## config.mk

```make
export PLATFORM = sky130hd
export DESIGN_NAME = vga_timing_gen
export DESIGN_NICKNAME = d
export VERILOG_FILES = /design/src/rtl/vga_timing_pkg.sv /design/src/rtl/vga_pix_ce_div.sv /design/src/rtl/vga_timing_gen.sv
export SDC_FILE = /design/constraint.sdc
export NUM_CORES = 1
export LEC_CHECK = 0
export BUFFER_PORTS_ARGS = -buffer_cell sky130_fd_sc_hd__clkbuf_2
export CELL_PAD_IN_SITES_DETAIL_PLACEMENT = 0
export CELL_PAD_IN_SITES_GLOBAL_PLACEMENT = 1
export CORE_MARGIN = 1.5
export CORE_UTILIZATION = 25
export DETAILED_ROUTE_END_ITERATION = 6
export PLACE_DENSITY_LB_ADDON = 0.1
export SYNTH_ARGS = -nofsm -noshare
export SYNTH_HDL_FRONTEND = slang
export SYNTH_HIERARCHICAL = 1
export SYNTH_SLANG_ARGS = --single-unit
```

## constraint.sdc

```tcl
create_clock -name clk -period 7.1 [get_ports clk]
set_clock_uncertainty 0.15 [all_clocks]
set_input_delay 0 -clock clk [delete_from_list [all_inputs] [get_ports clk]]
set_output_delay 0 -clock clk [all_outputs]
set_load 0.01 [all_outputs]
```

## src/rtl/vga_timing_pkg.sv

```systemverilog
// Shared 640x480@60 raster constants and coordinate type for the timing
// generator and the renderers that bounds-check against it.
package vga_timing_pkg;

    localparam int VGA_H_ACTIVE = 640;
    localparam int VGA_H_FP     = 16;
    localparam int VGA_H_SYNC   = 96;
    localparam int VGA_H_BP     = 48;
    localparam int VGA_H_TOTAL  = VGA_H_ACTIVE + VGA_H_FP + VGA_H_SYNC + VGA_H_BP;

    localparam int VGA_V_ACTIVE = 480;
    localparam int VGA_V_FP     = 10;
    localparam int VGA_V_SYNC   = 2;
    localparam int VGA_V_BP     = 33;
    localparam int VGA_V_TOTAL  = VGA_V_ACTIVE + VGA_V_FP + VGA_V_SYNC + VGA_V_BP;

    localparam bit VGA_H_POL = 1'b0;
    localparam bit VGA_V_POL = 1'b0;

    typedef logic [9:0] coord_t;

    // Half-open range test done in 11 bits so an upper bound of 1024 still works.
    function automatic logic in_span(input coord_t v, input int lo, input int hi);
        return ({1'b0, v} >= 11'(lo)) && ({1'b0, v} < 11'(hi));
    endfunction

endpackage

```

## src/rtl/vga_pix_ce_div.sv

```systemverilog
// Pixel-rate enable: a modulo-CLK_DIV counter whose terminal count is pix_ce.
module vga_pix_ce_div #(
    parameter int CLK_DIV = 4
) (
    input  logic clk,
    input  logic rst,
    output logic pix_ce
);

    localparam int DW = (CLK_DIV > 1) ? $clog2(CLK_DIV) : 1;
    localparam logic [DW-1:0] LAST = DW'(CLK_DIV - 1);

    logic [DW-1:0] div_cnt_reg;

    always_ff @(posedge clk) begin
        if (rst) begin
            div_cnt_reg <= '0;
        end else if (div_cnt_reg == LAST) begin
            div_cnt_reg <= '0;
        end else begin
            div_cnt_reg <= div_cnt_reg + 1'b1;
        end
    end

    // With CLK_DIV = 1 the counter never leaves zero, so pix_ce stays high.
    assign pix_ce = (div_cnt_reg == LAST);

endmodule

```

## src/rtl/vga_timing_gen.sv

```systemverilog
// Raster counters with same-edge registered decode of blanking, sync and
// line/frame markers, advanced once per pixel-clock enable.
module vga_timing_gen
    import vga_timing_pkg::*;
#(
    parameter int CLK_DIV  = 4,
    parameter int H_ACTIVE = VGA_H_ACTIVE,
    parameter int H_FP     = VGA_H_FP,
    parameter int H_SYNC   = VGA_H_SYNC,
    parameter int H_BP     = VGA_H_BP,
    parameter int V_ACTIVE = VGA_V_ACTIVE,
    parameter int V_FP     = VGA_V_FP,
    parameter int V_SYNC   = VGA_V_SYNC,
    parameter int V_BP     = VGA_V_BP,
    parameter bit H_POL    = VGA_H_POL,
    parameter bit V_POL    = VGA_V_POL
) (
    input  logic       clk,
    input  logic       rst,
    output logic       pix_ce,
    output logic [9:0] px,
    output logic [9:0] py,
    output logic       video_active,
    output logic       hsync,
    output logic       vsync,
    output logic       line_start,
    output logic       frame_start
);

    localparam int H_TOTAL = H_ACTIVE + H_FP + H_SYNC + H_BP;
    localparam int V_TOTAL = V_ACTIVE + V_FP + V_SYNC + V_BP;
    localparam int HS_LO   = H_ACTIVE + H_FP;
    localparam int VS_LO   = V_ACTIVE + V_FP;
    localparam coord_t H_LAST = coord_t'(H_TOTAL - 1);
    localparam coord_t V_LAST = coord_t'(V_TOTAL - 1);

    if (H_TOTAL > 1024) begin : g_bad_h_total
        $error("vga_timing_gen: H_TOTAL exceeds 1024");
    end
    if (V_TOTAL > 1024) begin : g_bad_v_total
        $error("vga_timing_gen: V_TOTAL exceeds 1024");
    end
    if (CLK_DIV < 1) begin : g_bad_clk_div
        $error("vga_timing_gen: CLK_DIV must be at least 1");
    end

    vga_pix_ce_div #(
        .CLK_DIV(CLK_DIV)
    ) u_pix_ce_div (
        .clk   (clk),
        .rst   (rst),
        .pix_ce(pix_ce)
    );

    coord_t px_reg, py_reg;
    coord_t px_next, py_next;
    logic   px_wrap;
    logic   active_reg, hsync_reg, vsync_reg, line_reg, frame_reg;

    always_comb begin
        px_wrap = (px_reg == H_LAST);
        px_next = px_wrap ? '0 : px_reg + 1'b1;
        py_next = py_reg;
        if (px_wrap) begin
            py_next = (py_reg == V_LAST) ? '0 : py_reg + 1'b1;
        end
    end

    // Flags decode from the next coordinates so they land with px/py on the same edge.
    always_ff @(posedge clk) begin
        if (rst) begin
            px_reg     <= H_LAST;
            py_reg     <= V_LAST;
            active_reg <= 1'b0;
            hsync_reg  <= ~H_POL;
            vsync_reg  <= ~V_POL;
            line_reg   <= 1'b0;
            frame_reg  <= 1'b0;
        end else if (pix_ce) begin
            px_reg     <= px_next;
            py_reg     <= py_next;
            active_reg <= in_span(px_next, 0, H_ACTIVE) && in_span(py_next, 0, V_ACTIVE);
            hsync_reg  <= in_span(px_next, HS_LO, HS_LO + H_SYNC) ? H_POL : ~H_POL;
            vsync_reg  <= in_span(py_next, VS_LO, VS_LO + V_SYNC) ? V_POL : ~V_POL;
            line_reg   <= (px_next == '0);
            frame_reg  <= (px_next == '0) && (py_next == '0);
        end
    end

    assign px           = px_reg;
    assign py           = py_reg;
    assign video_active = active_reg;
    assign hsync        = hsync_reg;
    assign vsync        = vsync_reg;
    assign line_start   = line_reg;
    assign frame_start  = frame_reg;

endmodule

```

==> summary.md, run 1 <==
| Metric | Value |
|---|---|
| Status | `finished, final reports clean` |
| Sink Count | `27` |
| Total power | `between 300 and 400 µW` |
| Max Clk Rate | `~350 MHz` |
| Initial DRT Pass Iterations | `4` |
| Cts hold-fix bufs | `0` |
| Die Wd | `between 80 and 90 µm` |
| Core Box Area | `6869 µm²` |
| CP endpoint kind | `flip-flop` |
| Via count | `roughly 1700` |
| DRT antenna net count | `0` |
| Pin count of the biggest net entering global routing | `24` |
| Worst-case vdd ir drop | `0.07036 mV` |
| Netlist cell types | `between 50 and 60` |
| CTS resizes | `0` |
| First-pass GRT wire length | `8.928 mm` |
| Slew headroom | `0.5170` |
| Root buf cell | `clkbuf_8` |
| Syn nets | `231` |
| Std-Cell Rows | `30` |
| CTS tree | `done` |
| Routed WL per cell | `16.29 µm` |
| Avg Inst Size Synth | `between 7 and 8 µm²` |
| DP Wirelength | `3.920 mm` |
| Placed insts | `332` |
| Final nets | `about 250` |
| Avg Vias per Cell | `slightly above 5` |
| Maximum fanout along the worst path | `11` |
| Die Y-Extent | `about 88 µm` |
| Die Area | `about 7700 µm²` |
| Gr usage total | `0.1500` |
| PortBufs | `27` |
| Ant. Diodes | `0` |
| Tightest Hold Check Type | `in2reg` |
| GP Congestion | `between 0.7 and 0.8` |
| CTS buffer count | `3` |
| Multi-input gate area | `about 1100 µm²` |
| Layout cells sized above 1 | `0.1875` |
| Initial cell density of the core | `0.2612` |
| Top_reg_cell synth | `dfxtp_1` |
| Fillers | `769` |
| Top-area cell type share of the netlist area | `0.3013` |
| H-tree levels | `1` |
| CP required | `approximately 7100 ps` |
| DP Worst Slack | `4275 ps` |
| Min Tclk post-route | `around 2800 ps` |
| Worst path arrival time | `between 2000 and 3000 ps` |
| Total global routing overflow | `0` |
| Max Used Layer | `met4` |
| PD cells | `about 190 nW/µm²` |
| RSZ-0062 raised after global routing | `false` |
| Clock Pin Slew Worst Setup and Hold Paths | `110 ps` |
| Register area | `roughly 540 µm²` |
| Yosys warns | `6` |
| Number of synthesized flops with an enable pin | `0` |
| Synth top area cells | `dfxtp_1 30%, nand3_1 5.3%, nand2_1 4.4%` |
| Post-synth ARST share | `0` |
| DRC | `0` |
| Mapped Cells | `between 200 and 250` |
| Vias in the first global route | `1651` |
| Most frequent cells in the layout | `27 x dfxtp_1, 27 x clkbuf_2, 21 x nand2_1` |
| Final Worst Setup Slack | `~4300 ps` |
| Count of final max-slew check failures | `0` |
| Initial antenna violation count | `0` |
| Routed wl met3 | `around 200 µm` |
| Lkg Pwr | `roughly 0.00078 µW` |
| Met1 WL | `just under 3 mm` |
| WS Path Type | `reg2reg` |
| Worst-Skew Late Latency | `between 200 and 300 ps` |
| Layout area overhead | `12.13%` |
| Part of the Yosys area used for sequential elements | `0.3013` |
| Final WL | `between 5 and 6 mm` |
| Actual slew at the worst max-slew pin | `720.5 ps` |
| Final setup viols | `0` |
| Netlist Area Pre-Place | `approximately 1800 µm²` |
| Violation count after the first detailed-route iteration | `94` |
| Sum of negative setup slack | `0 ps` |
| Met2 WL post-DR | `between 2 and 2.5 mm` |
| Final Hold Viols | `0` |
| Post-CTS Repair Setup Buffers | `0` |
| Longest Clk Path Bufs | `2` |
| Crit path launch type | `flip-flop` |
| Largest area contributor in the synthesized netlist | `dfxtp_1` |
| Tcrit/Tclk final | `0.4013` |
| #FFs+latches synth | `27` |
| Max Cap Viol | `0` |
| Top Ports | `28` |
| Final Non-Filler Cells | `around 340` |
## per-stage QoR
stage | cell area [µm²] | hold WS [ps] | utilization
4_1_cts | 2012 | 126.1 | 0.2929
3_5_place_dp | 1963 | 266.1 | 0.2858
2_1_floorplan | 1794 | -79.26 | -
5_1_grt | 2012 | 158.3 | 0.2929
6_report | 2012 | 133.1 | 0.2929
3_3_place_gp | 1963 | 260.4 | 0.2858
## worst max-delay path: stages (launching register included)
cell and delay [ps]:
dfxtp_1 430, ha_1 370, nand4_1 370, or3_1 650, nor2_4 280, o21ai_0 130
a221o_1 350
## kinds of logic after synthesis
family          count (synthesis)  synth area share
simple gates                   99            0.3075
compound gates                 53            0.2022
flops                          27            0.3013
buf+inv                        23           0.06485
xor+xnor                       15           0.07322
mux                             4           0.02301
fa+ha+maj                       4           0.02790
## final timing paths
kind,start,to,slack (ps),cells after the start
setup / recovery,px[0]$_SDFFE_PP1P_,py[2]$_SDFFE_PP1P_,4250,6
hold reg to reg,u_pix_ce_div/div_cnt_reg[0]$_SDFF_PP0_,u_pix_ce_div/div_cnt_reg[0]$_SDFF_PP0_,290,1
hold / removal,rst,py[6]$_SDFFE_PP0P_,130,2
setup reg to reg,px[0]$_SDFFE_PP1P_,py[2]$_SDFFE_PP1P_,4250,6
## cell usage after synthesis, drive strengths merged, types with 6 or more instances
library cell,count
dfxtp,27
xnor2,6
nand4,8
nor3,7
and3,6
xor2,9
a21oi,14
nand3,19
inv,6
nor2,17
o31ai,6
nand2,21
clkbuf,13
o21ai,13
## area by class of cell
cell class	count	share of cell area
timing repair buffer	28	0.07090
multi-input combinational	175	0.5653
tap	96	0.05970
clock buffer	3	0.02052
clock inverter	1	0.003731
sequential	27	0.2687
inverter	6	0.01119
## where the power goes
part	leakage, µW	internal, µW	switching [µW]	total (µW)
Sequential	0.000219	158	11.2	169
Clock	0.0000217	40.0	56.3	96.4
Combinational	0.000535	42.4	74.7	117
Total	0.000775	241	142	383
## routing by layer
metal / vias to the layer above / global-route usage
li1: 857 / -
met1: 819 / 0.2252
met2: 37 / 0.2228
met3: 5 / 0.01979
met4: 0 / 0.04040
met5: - / 0
Power figures use the tool's default switching activity.
==> inputs of run 2 (changes only) <==
clock period = 2.7 ns   (was 7.1 ns; I/O delays follow)
==> run 2 against run 1 <==
Against the previous run: sequential power rose to 2.6 times the previous value; clock power rose to 2.7 times the previous value; wire length up 0.40%; combinational power grew to 3.1 times the previous value; register-to-register slack got worse by 4100 ps; global-route usage is essentially flat.
==> summary.md, run 2 (same netlist as run 1, synthesis figures left out) <==
| Metric | Value |
|---|---|
| Status | `finished, final reports clean` |
| Sequential Power Share | `0.412` |
| Maximum fanout along the worst path | `7` |
| Worst-Skew Late Latency | `approximately 280 ps` |
| Total global routing overflow | `0` |
| Worst-case vdd ir drop | `~0.23 mV` |
| Root buf cell | `clkbuf_8` |
| Clock Pin Slew Worst Setup and Hold Paths | `120 ps` |
| Violation count after the first detailed-route iteration | `between 100 and 150` |
| Die Y-Extent | `slightly below 90 µm` |
| Final Worst Setup Slack | `186.8 ps` |
| Most frequent cells in the layout | `27 x dfxtp_1, 27 x clkbuf_2, 21 x nand2_1` |
| CP Cell Sequence | `ha_1 > nand4_1 > buf_4 > nor3_2 > buf_4 > a21oi_1 > a311oi_1 > a41o_1 > a31oi_1` |
| Initial antenna violation count | `0` |
| Via count | `between 1500 and 2000` |
| CP required | `2720 ps` |
| Tcrit/Tclk final | `0.9308` |
| Placed cell area | `between 2000 and 2500 µm²` |
| Gr usage total | `0.1500` |
| Ant. Diodes | `0` |
| Logic pwr share | `0.343` |
| CTS buffer count | `3` |
| CTS tree | `done` |
| H-tree levels | `1` |
| Min Tclk post-route | `around 2500 ps` |
| Initial DRT Pass Iterations | `4` |
| Avg Vias per Cell | `slightly below 5` |
| Clock power share | `0.245` |
| Lkg Pwr | `about 0.00086 µW` |
| Layout cells sized above 1 | `0.2451` |
| Top Ports | `28` |
| Count of final max-slew check failures | `0` |
| Crit-path most repeated cell | `buf_4` |
| Routed WL per cell | `roughly 16 µm` |
| WS Path Type | `reg2reg` |
| Final WL | `approximately 5.5 mm` |
| Max Cap Viol | `0` |
| DRT antenna net count | `0` |
| Layout area overhead | `20.08%` |
| Slew headroom | `0.6971` |
| Tightest Hold Check Type | `reg2reg` |
| Total power | `~1100 µW` |
| Pin count of the biggest net entering global routing | `23` |
| CP max-delay cell | `dfxtp_1` |
| Die Wd | `roughly 90 µm` |
| Worst path arrival time | `~2500 ps` |
| Final Cell Area | `2155 µm²` |
| DRC | `0` |
| Net Sw Power | `between 300 and 400 µW` |
| DP Worst Slack | `around 170 ps` |
| Final setup viols | `0` |
| Final Hold Viols | `0` |
| Crit path launch type | `flip-flop` |
| First-pass GRT wire length | `~9 mm` |
| Max Clk Rate | `roughly 400 MHz` |
| DP Wirelength | `4.136 mm` |
| Core Box Area | `roughly 7000 µm²` |
| Sw frac | `0.3673` |
| Longest Clk Path Bufs | `2` |
| Initial cell density of the core | `0.2612` |
| Vias in the first global route | `about 1700` |
| PD cells | `around 490 nW/µm²` |
| CP endpoint kind | `flip-flop` |
| Actual slew at the worst max-slew pin | `between 400 and 500 ps` |
| Die Area | `7694 µm²` |
| Int Pwr | `672.6 µW` |
| PortBufs | `27` |
| GP Congestion | `slightly below 0.8` |
| Sink Count | `27` |
| Crit path largest cell delay | `between 400 and 500 ps` |
| Std-Cell Rows | `30` |
| Final nets | `around 260` |
run 2: cell types whose count changed in the layout (fill, tap and decap cells not counted), sizes merged:
cell         before  now
clkinvlp          1    0
inv               6    7
buf               1   17
dlygate4sd3       0    1
run 2: worst paths after layout:
| kind | cells past startpoint | endpoint | slack (ps) | startpoint |
|---|---|---|---|---|
| max | 9 | vsync$_SDFFE_PP1P_ | 190 | px[0]$_SDFFE_PP1P_ |
| min reg2reg | 1 | u_pix_ce_div/div_cnt_reg[0]$_SDFF_PP0_ | 290 | u_pix_ce_div/div_cnt_reg[0]$_SDFF_PP0_ |
| max reg2reg | 9 | vsync$_SDFFE_PP1P_ | 190 | px[0]$_SDFFE_PP1P_ |
| min | 1 | u_pix_ce_div/div_cnt_reg[0]$_SDFF_PP0_ | 290 | u_pix_ce_div/div_cnt_reg[0]$_SDFF_PP0_ |
run 2: cell type report:
| class | count | area [µm²] |
|---|---|---|
| timing repair buffer | 45 | 272.8 |
| clock buffer | 3 | 41.29 |
| clock inverter | 1 | 8.758 |
| fill | 770 | 4715 |
| sequential | 27 | 540.5 |
| multi-input combinational | 175 | 1149 |
| tap | 96 | 120.1 |
| inverter | 6 | 22.52 |
run 2: power groups by stage:
stage / combinational, µW / clock (µW) / sequential (µW)
floorplan: 248 / 0 / 446
global placement: 359 / 0 / 447
detailed placement: 357 / 0 / 446
global route: 405 / 284 / 441
finish: 365 / 261 / 437
CTS: 359 / 270 / 437
run 2: timing repair:
item | CTS | global route
resized for setup | 0 | 2
hold buffers | 1 | 0
setup endpoints to repair | 0 | 3
hold endpoints to repair | 5 | 0
setup buffers | 0 | 0
run 2: critical path, delay by kind of cell, from the launching register on:
kind                     cells  cell delay [ps]
buffers and inverters        2              470
AO/OA/AOI/OAI                4              530
adder cells (fa/ha/maj)      1              210
AND/OR/NAND/NOR              2              590
flip-flops                   1              450
run 2: layer usage:
layer  vias to the layer above  part of all wire  track usage
li1                        892                 -            -
met1                       827              0.53       0.2282
met2                        33              0.43       0.2221
met3                         2             0.036      0.02168
met4                         0            0.0073      0.03030
met5                         -                 0            0
run 2: metrics by stage:
step,instances,hold WS (ps),utilization,setup TNS (ps)
6_report,353,287.6,0.3137,0
5_1_grt,353,310.3,0.3137,-5.164
4_1_cts,353,291.9,0.3120,0
3_5_place_dp,348,191.1,0.3033,0
3_3_place_gp,348,195.9,0.3033,0
2_1_floorplan,225,-79.26,-,0
==> inputs of run 3 (changes only) <==
PLACE_DENSITY_LB_ADDON = 0.2   (was 0.1)
==> run 3 against run 2 <==
Against the previous run: design area is 2.9% lower; setup slack worse by 4.0 ps; via count is 0.68% higher; clock power is 5% lower; highest routed layer unchanged; largest power group unchanged; critical path depth is 4 lower.
==> summary.md, run 3 (same netlist as run 1, synthesis figures left out) <==
| Metric | Value |
|---|---|
| Final WL | `5.209 mm` |
| Total power | `roughly 1000 µW` |
| Initial cell density of the core | `0.2612` |
| Die Wd | `about 88 µm` |
| Std-Cell Rows | `30` |
| PortBufs | `27` |
| Count of final max-slew check failures | `0` |
| Die Y-Extent | `87.72 µm` |
| Avg Vias per Cell | `a little over 5` |
| Layout area overhead | `16.60%` |
| Final Hold Viols | `0` |
| Final nets | `roughly 260` |
| Longest Clk Path Bufs | `2` |
| CTS buffer count | `3` |
| Routed WL per cell | `between 15 and 20 µm` |
| CTS tree | `done` |
| Vias in the first global route | `between 1500 and 2000` |
| First-pass GRT wire length | `8.300 mm` |
| CP Cell Sequence | `or4b_4 > or3_1 > nor2_4 > o21ai_0 > a221o_1` |
| Tightest Hold Check Type | `in2reg` |
| Status | `finished, final reports clean` |
| Final setup viols | `0` |
| Top delay family on crit path | `simple AND/OR/NAND/NOR gates` |
| RSZ-0062 raised after global routing | `false` |
| GP Congestion | `between 0.8 and 0.9` |
| Final Worst Setup Slack | `approximately 180 ps` |
| CP endpoint kind | `flip-flop` |
| Post-CTS Repair Setup Buffers | `0` |
| Pin count of the biggest net entering global routing | `24` |
| DP Wirelength | `3.883 mm` |
| Clock Pin Slew Worst Setup and Hold Paths | `100 ps` |
| Root buf cell | `clkbuf_8` |
| Worst path arrival time | `between 2000 and 3000 ps` |
| Max Cap Viol | `0` |
| Slew headroom | `0.6210` |
| Ant. Diodes | `0` |
| CP Buf/Inv Count | `0` |
| Sink Count | `27` |
| WS Path Type | `reg2reg` |
| Top Ports | `28` |
| H-tree levels | `1` |
| Most frequent cells in the layout | `27 x dfxtp_1, 27 x clkbuf_2, 21 x nand2_1` |
| Initial antenna violation count | `0` |
| Maximum fanout along the worst path | `11` |
| CP required | `2730 ps` |
| Die Area | `7694 µm²` |
| Sum of negative setup slack | `0 ps` |
| Crit path largest cell delay | `580 ps` |
| Initial DRT Pass Iterations | `4` |
| Total global routing overflow | `0` |
| PD cells | `roughly 490 nW/µm²` |
| CTS resizes | `0` |
| Gr usage total | `0.1391` |
| DRT antenna net count | `0` |
| DRC | `0` |
| Min Tclk post-route | `around 2500 ps` |
| Worst-Skew Late Latency | `~290 ps` |
| Lkg Pwr | `0.0008347 µW` |
| Actual slew at the worst max-slew pin | `between 500 and 600 ps` |
| Core Box Area | `6869 µm²` |
| Via count | `1766` |
| Tcrit/Tclk final | `0.9323` |
| Violation count after the first detailed-route iteration | `~160` |
| Crit path launch type | `flip-flop` |
| Layout cells sized above 1 | `0.2231` |
| Cts hold-fix bufs | `0` |
| CP max-delay cell | `or4b_4` |
| DP Worst Slack | `224.2 ps` |
| Worst-case vdd ir drop | `between 0.15 and 0.2 mV` |
| WHS | `115.1 ps` |
| Max Clk Rate | `slightly below 400 MHz` |
-- run 3: changes by cell type in the layout (fill, tap and decap cells not counted), sizes merged --
cell	change
buf	-5
inv	-1
dlygate4sd3	-1
clkinv	+1
-- run 3: worst reg2reg max path, cell delays in order, from the launching register on --
cell and delay, ps:
dfxtp_1 400, or4b_4 580, or3_1 520, nor2_4 290, o21ai_0 130, a221o_1 350
-- run 3: where the power goes --
| part | switching [µW] | internal (µW) |
|---|---|---|
| Combinational | 206 | 136 |
| Clock | 144 | 104 |
| Sequential | 24.8 | 416 |
| Total | 375 | 657 |
-- run 3: path summary, 6_finish.rpt --
kind | from | to | slack, ps | cells past startpoint
worst max-delay path | px[7]$_SDFFE_PP0P_ | py[2]$_SDFFE_PP1P_ | 180 | 5
worst min-delay path | rst | px[6]$_SDFFE_PP0P_ | 120 | 2
worst max register to register | px[7]$_SDFFE_PP0P_ | py[2]$_SDFFE_PP1P_ | 180 | 5
worst min register to register | u_pix_ce_div/div_cnt_reg[0]$_SDFF_PP0_ | u_pix_ce_div/div_cnt_reg[0]$_SDFF_PP0_ | 290 | 1
-- run 3: area by class of cell --
cell class / instances / area (µm²)
fillers: 747 / 4777
clock buffers: 3 / 41.29
clock inverters: 1 / 5.005
repair buffers: 39 / 225.2
inverters: 6 / 22.52
flip-flops and latches: 27 / 540.5
well taps: 96 / 120.1
multi-input cells: 175 / 1137
-- run 3: metrics by stage --
| step | cells | util | cell area (µm²) |
|---|---|---|---|
| after CTS | 347 | 0.3046 | 2092 |
| after detailed placement | 343 | 0.2978 | 2046 |
| after global placement | 343 | 0.2978 | 2046 |
| final | 347 | 0.3046 | 2092 |
| after floorplan | 225 | - | 1794 |
| after global routing | 347 | 0.3046 | 2092 |
-- run 3: metal layers --
metal,vias up,part of all wire,GRT usage
met4,0,0.014,0.04329
met1,843,0.52,0.2082
li1,877,-,-
met3,5,0.034,0.01131
met5,-,0,0
met2,41,0.44,0.2096
